`src/rtl/rx_arbiter.sv`:
```
// rtl/rx_arbiter.sv - packet-locking five-port arbiter; round-robin when RX_ARB_RR_EN is defined, fixed priority otherwise
`ifndef SIZE
`define SIZE 16
`endif

module rx_arbiter #(
  parameter int PKT_FLITS = 4
) (
  input  logic             clk,
  input  logic             reset,
  input  logic             full,
  input  logic             n_valid,
  input  logic             s_valid,
  input  logic             e_valid,
  input  logic             w_valid,
  input  logic             l_valid,
  input  logic [`SIZE-1:0] n_item,
  input  logic [`SIZE-1:0] s_item,
  input  logic [`SIZE-1:0] e_item,
  input  logic [`SIZE-1:0] w_item,
  input  logic [`SIZE-1:0] l_item,
  output logic             n_read,
  output logic             s_read,
  output logic             e_read,
  output logic             w_read,
  output logic             l_read,
  output logic [`SIZE-1:0] item_out,
  output logic             write,
  output logic [4:0]       grant,
  output logic             busy
);

  localparam int CNT_W = (PKT_FLITS > 1) ? $clog2(PKT_FLITS) : 1;
  localparam logic [CNT_W-1:0] LAST = CNT_W'(PKT_FLITS - 1);

  typedef enum logic {IDLE = 1'b0, LOCKED = 1'b1} state_t;

  state_t           state_q, state_d;
  logic [2:0]       owner_q, owner_d;
  logic [CNT_W-1:0] cnt_q, cnt_d;
  logic [2:0]       base;

  logic [4:0]       valid_vec;
  logic [`SIZE-1:0] item_arr [5];
  logic             found;
  logic [2:0]       sel;
  logic [3:0]       idx;
  logic             xfer;
  logic [4:0]       rd_vec;

  // Next port after x, wrapping L back to N.
  function automatic logic [2:0] inc5(input logic [2:0] x);
    return (x >= 3'd4) ? 3'd0 : x + 3'd1;
  endfunction

  assign valid_vec = {l_valid, w_valid, e_valid, s_valid, n_valid};
  assign item_arr[0] = n_item;
  assign item_arr[1] = s_item;
  assign item_arr[2] = e_item;
  assign item_arr[3] = w_item;
  assign item_arr[4] = l_item;

`ifdef RX_ARB_RR_EN
  logic [2:0] ptr_q, ptr_d;
  // Out-of-range pointer values fold back to N.
  assign base = (ptr_q > 3'd4) ? 3'd0 : ptr_q;
`else
  assign base = 3'd0;
`endif

  // Selection: owner while locked, otherwise first valid port from base.
  always_comb begin
    found = 1'b0;
    sel   = 3'd0;
    idx   = 4'd0;
    if (state_q == LOCKED) begin
      found = 1'b1;
      sel   = owner_q;
    end else begin
      for (int k = 0; k < 5; k++) begin
        idx = {1'b0, base} + 4'(k);
        if (idx >= 4'd5) idx = idx - 4'd5;
        if (!found && valid_vec[idx[2:0]]) begin
          found = 1'b1;
          sel   = idx[2:0];
        end
      end
    end
  end

  // Datapath and strobes; a locked owner without data shows a bubble.
  always_comb begin
    grant    = found ? (5'b00001 << sel) : 5'b00000;
    item_out = found ? item_arr[sel] : '0;
    xfer     = found && valid_vec[sel] && !full;
    rd_vec   = xfer ? grant : 5'b00000;
    write    = xfer;
    busy     = (state_q == LOCKED);
  end

  assign n_read = rd_vec[0];
  assign s_read = rd_vec[1];
  assign e_read = rd_vec[2];
  assign w_read = rd_vec[3];
  assign l_read = rd_vec[4];

  // Packet lock bookkeeping advances only on an actual transfer.
  always_comb begin
    state_d = state_q;
    owner_d = owner_q;
    cnt_d   = cnt_q;
`ifdef RX_ARB_RR_EN
    ptr_d   = ptr_q;
`endif
    if (xfer) begin
      case (state_q)
        IDLE: begin
          if (PKT_FLITS == 1) begin
`ifdef RX_ARB_RR_EN
            ptr_d = inc5(sel);
`endif
          end else begin
            state_d = LOCKED;
            owner_d = sel;
            cnt_d   = CNT_W'(1);
          end
        end
        LOCKED: begin
          if (cnt_q == LAST) begin
            state_d = IDLE;
            cnt_d   = '0;
`ifdef RX_ARB_RR_EN
            ptr_d   = inc5(owner_q);
`endif
          end else begin
            cnt_d = cnt_q + CNT_W'(1);
          end
        end
        default: state_d = IDLE;
      endcase
    end
  end

  // State registers with synchronous reset; reset drops any held lock.
  always_ff @(posedge clk) begin
    if (reset) begin
      state_q <= IDLE;
      owner_q <= 3'd0;
      cnt_q   <= '0;
`ifdef RX_ARB_RR_EN
      ptr_q   <= 3'd0;
`endif
    end else begin
      state_q <= state_d;
      owner_q <= owner_d;
      cnt_q   <= cnt_d;
`ifdef RX_ARB_RR_EN
      ptr_q   <= ptr_d;
`endif
    end
  end

endmodule

```
`config.mk`:
```
export PLATFORM = sky130hd
export DESIGN_NAME = rx_arbiter
export DESIGN_NICKNAME = d
export VERILOG_FILES = /design/src/rtl/rx_arbiter.sv
export SDC_FILE = /design/constraint.sdc
export NUM_CORES = 1
export LEC_CHECK = 0
export BUFFER_PORTS_ARGS = -buffer_cell sky130_fd_sc_hd__buf_2
export CORE_MARGIN = 2
export CORE_UTILIZATION = 37
export DETAILED_ROUTE_END_ITERATION = 16
export PLACE_DENSITY = 0.81
export SYNTH_ARGS = -nofsm -noshare
export SYNTH_HDL_FRONTEND = slang
export SYNTH_SLANG_ARGS = --single-unit
export TNS_END_PERCENT = 30
```
`constraint.sdc`:
```
create_clock -name clk -period 3.4 [get_ports clk]
set_input_delay 0.85 -clock clk [delete_from_list [all_inputs] [get_ports clk]]
set_output_delay 0.85 -clock clk [all_outputs]
set_load 0.05 [all_outputs]
```
# --- After elaboration in Yosys (flattened, before gate mapping) ---
# Cells that the tools add are included.
word_totals:
  out_inout_bits: 28
  register_bits: 6
classes:
  n_mux: 43
  n_addsub: 1
  eq_ne: 1
  shifts: 1
  n_bitwise: 2
  order_cmp: 7
  reduce_logical: 12
ops:
  columns: ["operator", "n"]
  rows:
  - ["16-bit binary-select mux with 3-bit select", 1]
  - ["16-bit 2-to-1 mux", 3]
  - ["3-bit 2-to-1 mux", 11]
  - ["3-bit by 4-bit < comparator with 1-bit output (second input constant)", 6]
  - ["1-bit binary-select mux with 3-bit select", 6]
  - ["1-bit 2-to-1 mux", 17]
  - ["5-bit 2-to-1 mux", 2]
  - ["1-bit logical AND", 6]
  - ["1-bit zero test", 5]
  - ["1-bit by 3-bit << shifter with 5-bit output (first input constant)", 1]
  - ["4-bit greater-or-equal comparator (second input constant)", 1]
  - ["3-bit NOT with 4-bit output", 1]
  - ["2-bit one-hot mux with 2 select lines", 1]
  - ["2-bit by 1-bit adder with 2-bit output (second input constant)", 1]
  - ["2-bit equality test (second input constant)", 1]
  - ["2-bit 2-to-1 mux", 1]
  - ["1-bit one-hot mux with 2 select lines", 1]
  - ["2-bit AND reduction", 1]
  - ["1-bit NOT", 1]

# --- Longest topological paths before layout ---
# Gate-level depths: netlist (run 1).
depth:
  depth_word: 26
  ltp_mapped: 8
  ltp_nobuf: 5

# --- Least setup slack after synthesis (run 1) ---
# OpenSTA, ideal clock, no wires.
synth_timing:
  kind: "input to output"
  from: "input s_valid"
  to: "output w_read"
  required_ns: 2.550
  arrival_ns: 2.911
  stages: 5
  setup_slack_ns: -0.361
  cell_sequence: "buf_2 -> nor2_1 -> a221oi_4 -> buf_2 -> nor3b_1"
synth_via:
  elab_chain_len: 25
  word_cells_on_any_way: 41
  cone_classes: "1 x shift; 30 x mux; 10 x reduce/logical"
synth_rtl:
  columns: ["item", "line_no", "rtl"]
  rows:
  - ["start: declaration", "13", "input logic s_valid,"]
  - ["1-bit binary-select mux with 3-bit select", "83", "if (!found && valid_vec[idx[2:0]]) begin"]
  - ["1-bit 2-to-1 mux (not written as such)", "83", null]
  - ["1-bit 2-to-1 mux", "83", null]
  - ["1-bit 2-to-1 mux", "76", "if (state_q == LOCKED) begin"]
  - ["1-bit zero test", "83", null]
  - ["1-bit logical AND", "83", null]
  - ["1-bit 2-to-1 mux", "83", null]
  - ["1-bit 2-to-1 mux", "76", null]
  - ["[... 8 more ...]", null, null]
  - ["1-bit zero test", "83", null]
  - ["1-bit logical AND", "83", null]
  - ["3-bit 2-to-1 mux", "83", null]
  - ["3-bit 2-to-1 mux", "76", null]
  - ["1-bit binary-select mux with 3-bit select", "95", "xfer = found && valid_vec[sel] && !full;"]
  - ["1-bit 2-to-1 mux (not written as such)", "95", null]
  - ["1-bit logical AND (2 in a row)", "95", null]
  - ["5-bit 2-to-1 mux *", "96", "rd_vec = xfer ? grant : 5'b00000;"]
  - ["end: declaration", "25", "output logic w_read,"]
# Every way passes the cells marked *; elsewhere a longest branch is shown, timed or not. The select of a mux whose other input is x is not followed.

# --- Worst setup path in the final report (run 1) ---
layout_timing:
  from: "input n_valid"
  to: "output item_out[12]"
layout_via:
  elab_chain_len: 25
  word_cells_on_any_way: 39
  cone_classes: "30 x mux; 1 x bitwise; 8 x reduce/logical"
layout_rtl:
  columns: ["item", "line_no", "rtl"]
  rows:
  - ["start: declaration", "12", "input logic n_valid,"]
  - ["1-bit binary-select mux with 3-bit select", "83", null]
  - ["1-bit 2-to-1 mux (not written as such)", "83", null]
  - ["1-bit 2-to-1 mux", "83", null]
  - ["1-bit 2-to-1 mux", "76", null]
  - ["1-bit zero test", "83", null]
  - ["1-bit logical AND", "83", null]
  - ["1-bit 2-to-1 mux", "83", null]
  - ["1-bit 2-to-1 mux", "76", null]
  - ["[... 8 more ...]", null, null]
  - ["1-bit zero test", "83", null]
  - ["1-bit logical AND", "83", null]
  - ["3-bit 2-to-1 mux", "83", null]
  - ["3-bit 2-to-1 mux", "76", null]
  - ["3-bit NOT with 4-bit output (not written as such)", "94", "item_out = found ? item_arr[sel] : '0;"]
  - ["16-bit binary-select mux with 3-bit select", "94", null]
  - ["16-bit 2-to-1 mux (not written as such) (2 in a row)", "94", null]
  - ["16-bit 2-to-1 mux *", "94", null]
  - ["end: declaration", "27", "output logic [`SIZE-1:0] item_out,"]
# Marked as above.

==> results of run 1 <==
repair_timing:
item,4_1_cts,5_1_grt
pin swaps,1,3
hold buffers,0,0
endpoints found under the hold margin,0,0
gates cloned,1,2
endpoints found under the setup margin,14,18
resized for setup,16,18
setup buffers,1,3
worst reg2reg max path, stage by stage (launching register included):
cell and delay [ns]:
sky130_fd_sc_hd__dfxtp_1 0.59, sky130_fd_sc_hd__buf_4 0.28, sky130_fd_sc_hd__a221oi_4 0.09, sky130_fd_sc_hd__buf_6 0.15
sky130_fd_sc_hd__buf_8 0.13, sky130_fd_sc_hd__buf_4 0.13, sky130_fd_sc_hd__o31a_1 0.28, sky130_fd_sc_hd__nor3b_1 0.29
sky130_fd_sc_hd__o22ai_2 0.14
power groups by stage:
stage          Clock, uW  Combinational (uW)  Sequential (uW)
3_5_place_dp           0                 770             96.7
2_1_floorplan          0                 575             97.6
4_1_cts             67.9                 832             95.4
3_3_place_gp           0                 757             96.1
6_report            64.8                 887             96.9
5_1_grt             74.1                 929             98.3
cell type report:
| type | count | area, um^2 |
|---|---|---|
| Fill cell | 263 | 912.1 |
| Multi-Input combinational cell | 92 | 1042 |
| Clock buffer | 3 | 22.52 |
| Timing Repair Buffer | 139 | 928.4 |
| Inverter | 6 | 22.52 |
| Sequential cell | 6 | 120.1 |
| Tap cell | 44 | 55.05 |
routing by layer:
metal,vias to the layer above,global-route usage [%]
met5,-,0
met4,0,6.079
met3,12,3.782
met2,85,45.11
met1,744,22.84
li1,742,-
how the worst max path moves through the flow:
stage / startpoint / end / slack (ns)
floorplan: s_valid / item_out[12] / -0.05
global placement: e_valid / item_out[0] / -0.01
detailed placement: e_valid / item_out[0] / -0.04
CTS: e_valid / item_out[13] / -0.002
global route: n_valid / item_out[8] / -0.01
finish: n_valid / item_out[12] / 0.02
metrics by stage:
step	power (uW)	instances	hold slack (ns)
finish	1048	290	0.4776
global route	1101	290	0.5111
CTS	995.6	286	0.4851
detailed placement	867.1	281	0.4781
global placement	852.7	281	0.4675
floorplan	672.2	114	0.4561
sequential cells by signal (all words and copies together), names as in the netlist:
register  flops
cnt_q         2
busy          1
owner_q       3
synth_stat cells, drive strengths merged, types with 2 or more instances:
master / count / area (um^2)
nor2: 5 / 21.27
nor3b: 2 / 15.01
inv: 6 / 22.52
mux4: 16 / 360.4
o21ai: 3 / 15.01
nand2b: 8 / 50.05
nor2b: 2 / 12.51
mux2i: 5 / 50.05
nor3: 4 / 20.02
dfxtp: 6 / 120.1
and3: 3 / 18.77
a21oi: 3 / 18.77
clkbuf: 2 / 7.510
nand2: 3 / 11.26
a22o: 16 / 140.1
or4: 2 / 18.77
buf: 8 / 60.05
logic make-up after synthesis:
logic type	share of synthesized area, %
mux	34.49
fa+ha+maj	1.023
simple gates	16.27
flops	9.826
buf+inv	7.369
compound gates	31.01
==> results.txt, run 1 <==
Setup Total Neg Slack -> 0 ns
Crit Path Max Fanout -> 6
type of element capturing the critical path -> output port
actual slew at the worst max-slew pin -> 0.4485 ns
DRC errors left -> 0
Cell Area, Synth -> 0.001222 mm^2
net switching power -> 534.4 uW
routed length on met3 -> 389 um
final worst setup slack -> 0.01522 ns
startpoint type of the worst setup path -> primary input
Reg-to-Reg End -> busy
worst setup slack for register-to-register paths -> 1.19 ns
number of DRC markers in iteration 0 -> 98
number of buffers and inverters on the critical path -> 4
kind of critical path -> primary input to output port
top library cells by usage in the layout, fill and taps aside -> 101 x sky130_fd_sc_hd__buf_2, 18 x sky130_fd_sc_hd__buf_4, 16 x sky130_fd_sc_hd__mux4_2
cell count of the worst hold path -> 2
worst reg2reg path startpoint -> busy
post-detail-place hpwl -> 3694 um
number of nets at the end of the flow -> 337
period utilisation layout -> 99.55%
dpl cell area -> 0.001986 mm^2
clock tree buffer depth -> 2
total nets after synthesis -> 203
commonest non-fill, non-tap cell in the layout -> sky130_fd_sc_hd__buf_2
sw frac -> 50.97%
power density relative to cell area -> 478.5 mW/mm^2
number of vias per cell after detailed routing -> 5.459
PortBufs -> 115
met1 wire length -> 1646 um
time the worst path needs with I/O delays and setup -> 3.385 ns
Die Footprint -> 0.003780 mm^2
overall track demand over capacity in global routing -> 22.25%
wire per inst -> 16.33 um
# IOs -> 116
std cell rows -> 20
detailed-routing iteration count for the pre-antenna-repair pass -> 4
pin count of the biggest net entering global routing -> 19
number of antenna violations at the first check in global routing -> 0
Routed Antenna Nets -> 0
Distinct cells, synth -> 42
FMAX -> 295.4 MHz
arrival time at the worst endpoint -> 2.53 ns
Post-synth ARST share -> 0%
final number of max-transition violations -> 0
CP max stage cell -> sky130_fd_sc_hd__mux4_2
number of buffers created by CTS -> 3
global-route wire length before repair -> 6313 um
logic depth of the worst path, buffers included -> 8
Clk Tree Root Cell -> sky130_fd_sc_hd__clkbuf_4
P_int -> 514.0 uW
P_leak -> 0.001097 uW
capture endpoint of the worst hold path -> cnt_q[1]
instance count of the mapped netlist -> 114
status -> completed
sequential fraction of design power -> 9.2%
Yosys Warn Count -> 0
level count of the clock H-tree -> 1
routed wl met2 -> 2562 um
Worst Skew -> 0.005763 ns
diode count -> 0
core occupancy in the finished layout -> 70.60%
residual overflow from global routing -> 0
depth of the most critical reg-to-reg path -> 8
P&R area growth vs syn -> 79.22%
top cell family by delay on the critical path -> buffers and inverters
Hold Path Class -> register to register
Avg Inst Size Synth -> 10.72 um^2
Die W -> 61.48 um
area inside the core boundary -> 0.003103 mm^2
cell occurring most often along the worst timing path -> sky130_fd_sc_hd__buf_2
dominant synthesized flop cell -> sky130_fd_sc_hd__dfxtp_1
portion of the post-synthesis area used by sequential elements -> 9.826%
worst-case setup slack after placement -> -0.04028 ns
Worst EP required -> 2.55 ns
total via count after detailed routing -> 1,583
maximum single-stage delay on the critical path -> 0.50 ns
worst slew slack as a fraction of its limit -> 70.06%
Final setup viols -> 0
Clock power frac -> 6.2%
y dimension of the die -> 61.48 um
Worst-path clk slew -> 0.04 ns
max-capacitance violation count -> 0
initial core utilization -> 39.40%
fraction of layout cells with a size suffix above 1 -> 72.76%
critical path, cell by cell -> buf_2 > nor2b_4 > a221oi_4 > buf_6 > buf_12 > mux4_2 > a22o_1 > buf_2
launch instance of the worst min-delay path -> cnt_q[1]
Total Wirelength -> 4736 um
highest routed layer -> met4
register bit count reported by yosys -> 6
area of all placed cells without fillers -> 0.002191 mm^2
combinational fraction of design power -> 84.6%
CTS tree -> built
Max rail drop VDD -> 0.0003199 V
number of global-route vias before repair -> 1,471
number of endpoints with negative hold slack in the final report -> 0
number of enable-type register cells in the synthesized netlist -> 0
insertion delay of the later-clocked pin in the worst-skew pair -> 0.24 ns
number of sinks driven by the clock tree -> 6
routability-driven placement congestion ratio -> 0.8484
Note: power is estimated with default switching activity, not from simulation.
==> run 2, diff against run 1 <==
==> constraint.sdc (replaced) <==
create_clock -name clk -period 3.4 [get_ports clk]
set_input_delay 0.17 -clock clk [delete_from_list [all_inputs] [get_ports clk]]
set_output_delay 0.17 -clock clk [all_outputs]
set_load 0.05 [all_outputs]
==> run 2 against run 1 <==
  * Via count decreased by 9.9%
  * Count of clock-buffer cells in the layout unchanged
  * Total power decreased by 16%
  * Clock power increased by 3%
  * Core utilization decreased by 11 points
  * Die area unchanged
  * Register-to-register slack got worse by 0.08 ns
  * Critical path type is now register to output port
  * Critical endpoint is now l_read
  * Largest power group unchanged
==> results.txt, run 2 (synthesized netlist as in run 1, its figures left out) <==
status -> completed
power density relative to cell area -> 477.7 mW/mm^2
Setup Total Neg Slack -> 0 ns
overall track demand over capacity in global routing -> 19.13%
max-capacitance violation count -> 0
launch instance of the worst min-delay path -> reset
number of vias per cell after detailed routing -> 5.305
kind of critical path -> register to output port
P_leak -> 0.0009296 uW
period utilisation layout -> 79.47%
Total Wirelength -> 3902 um
arrival time at the worst endpoint -> 2.53 ns
worst reg2reg path startpoint -> busy
type of element capturing the critical path -> output port
global-route wire length before repair -> 5444 um
Hold Path Class -> primary input to register
wire per inst -> 14.51 um
worst-case setup slack after placement -> 0.9596 ns
actual slew at the worst max-slew pin -> 0.8220 ns
cell count of the worst hold path -> 2
Routed Antenna Nets -> 0
top cell family by delay on the critical path -> compound AO/OA/AOI/OAI gates
met3 Use GR -> 2.941%
global routing usage on met1 -> 18.43%
number of antenna violations at the first check in global routing -> 0
# IOs -> 116
Worst-path clk slew -> 0.05 ns
worst slew slack as a fraction of its limit -> 44.88%
CP max stage cell -> sky130_fd_sc_hd__a21boi_2
insertion delay of the later-clocked pin in the worst-skew pair -> 0.25 ns
number of global-route vias before repair -> 1,270
top library cells by usage in the layout, fill and taps aside -> 115 x sky130_fd_sc_hd__buf_2, 16 x sky130_fd_sc_hd__mux4_2, 16 x sky130_fd_sc_hd__a22o_1
flip-flop count of the largest register after layout -> 3
worst setup slack for register-to-register paths -> 1.11 ns
Resize count post-CTS -> 0
P&R area growth vs syn -> 50.77%
number of buffers and inverters on the critical path -> 3
std cell rows -> 20
final number of max-transition violations -> 0
Max rail drop VDD -> 0.0002344 V
Die Footprint -> 0.003780 mm^2
final worst setup slack -> 0.6980 ns
maximum single-stage delay on the critical path -> 0.68 ns
startpoint type of the worst setup path -> register
residual overflow from global routing -> 0
total via count after detailed routing -> 1,427
fraction of layout cells with a size suffix above 1 -> 67.11%
area inside the core boundary -> 0.003103 mm^2
number of buffers created by CTS -> 3
global-route track usage on met2 -> 38.95%
Top reg by flops -> owner_q
GR peak layer -> met2
Final setup viols -> 0
commonest non-fill, non-tap cell in the layout -> sky130_fd_sc_hd__buf_2
number of endpoints with negative hold slack in the final report -> 0
number of sinks driven by the clock tree -> 6
level count of the clock H-tree -> 1
setup fix buffers added after clock tree synthesis -> 0
Die W -> 61.48 um
number of nets at the end of the flow -> 316
time the worst path needs with I/O delays and setup -> 2.702 ns
y dimension of the die -> 61.48 um
Clk Tree Root Cell -> sky130_fd_sc_hd__clkbuf_4
FMAX -> 370.1 MHz
clock tree buffer depth -> 2
DRC errors left -> 0
depth of the most critical reg-to-reg path -> 6
Worst Skew -> 0.003858 ns
routability-driven placement congestion ratio -> 0.8148
detailed-routing iteration count for the pre-antenna-repair pass -> 6
capture endpoint of the worst hold path -> owner_q[2]
Crit Path Max Fanout -> 19
diode count -> 0
post-detail-place hpwl -> 3345 um
Hold-fix buffers, CTS -> 0
RSZ-0062 raised after global routing -> false
Worst EP required -> 3.23 ns
CTS tree -> built
PortBufs -> 115
pin count of the biggest net entering global routing -> 20
critical path, cell by cell -> buf_4 > inv_1 > a21boi_2 > o31a_1 > a2bb2oi_4 > nor2b_1 > buf_2
Reg-to-Reg End -> cnt_q[1]
initial core utilization -> 39.40%
number of DRC markers in iteration 0 -> 11
==> run 2: how the worst max path moves through the flow <==
stage	from	to	depth (start not counted)
3_5_place_dp	busy	item_out[13]	6
2_1_floorplan	busy	w_read	7
4_1_cts	busy	item_out[13]	6
6_report	busy	l_read	7
5_1_grt	busy	l_read	7
3_3_place_gp	busy	item_out[4]	6
==> run 2: final cells by class <==
type / count / area, um^2
fillers: 301 / 1260
multi-input cells: 92 / 1012
repair buffers: 118 / 610.6
flip-flops and latches: 6 / 120.1
well taps: 44 / 55.05
clock buffers: 3 / 22.52
inverters: 6 / 22.52
==> run 2: report_power, final <==
group          internal, uW  switching (uW)  leakage, uW  total (uW)
registers              80.8            10.2    0.0000493        91.0
clock network          40.0            26.7    0.0000138        66.7
logic                   271             451     0.000866         723
total                   392             488     0.000930         880
==> run 2: metal layers <==
layer	wire, um	vias up
met4	88	0
met5	0	-
met3	326	8
met1	1378	663
li1	-	694
met2	2108	62
==> run 2: metrics by stage <==
| stage | cell area, um^2 | power (uW) | hold slack, ns | util [%] | cells |
|---|---|---|---|---|---|
| 2_1_floorplan | 1222 | 667.8 | 0.3512 | - | 114 |
| 3_3_place_gp | 1821 | 811.2 | 0.4627 | 58.67 | 266 |
| 3_5_place_dp | 1821 | 819.3 | 0.4734 | 58.67 | 266 |
| 4_1_cts | 1843 | 890.8 | 0.2015 | 59.40 | 269 |
| 5_1_grt | 1843 | 935.8 | 0.2525 | 59.40 | 269 |
| 6_report | 1843 | 880.5 | 0.2110 | 59.40 | 269 |
==> run 2: worst register-to-register path, cell delays in order (launching register included) <==
cell                        delay [ns]
sky130_fd_sc_hd__dfxtp_1          0.41
sky130_fd_sc_hd__buf_4            0.26
sky130_fd_sc_hd__inv_1            0.14
sky130_fd_sc_hd__a21boi_2         0.68
sky130_fd_sc_hd__o31a_1           0.30
sky130_fd_sc_hd__a2bb2oi_4        0.21
sky130_fd_sc_hd__mux2i_1          0.21
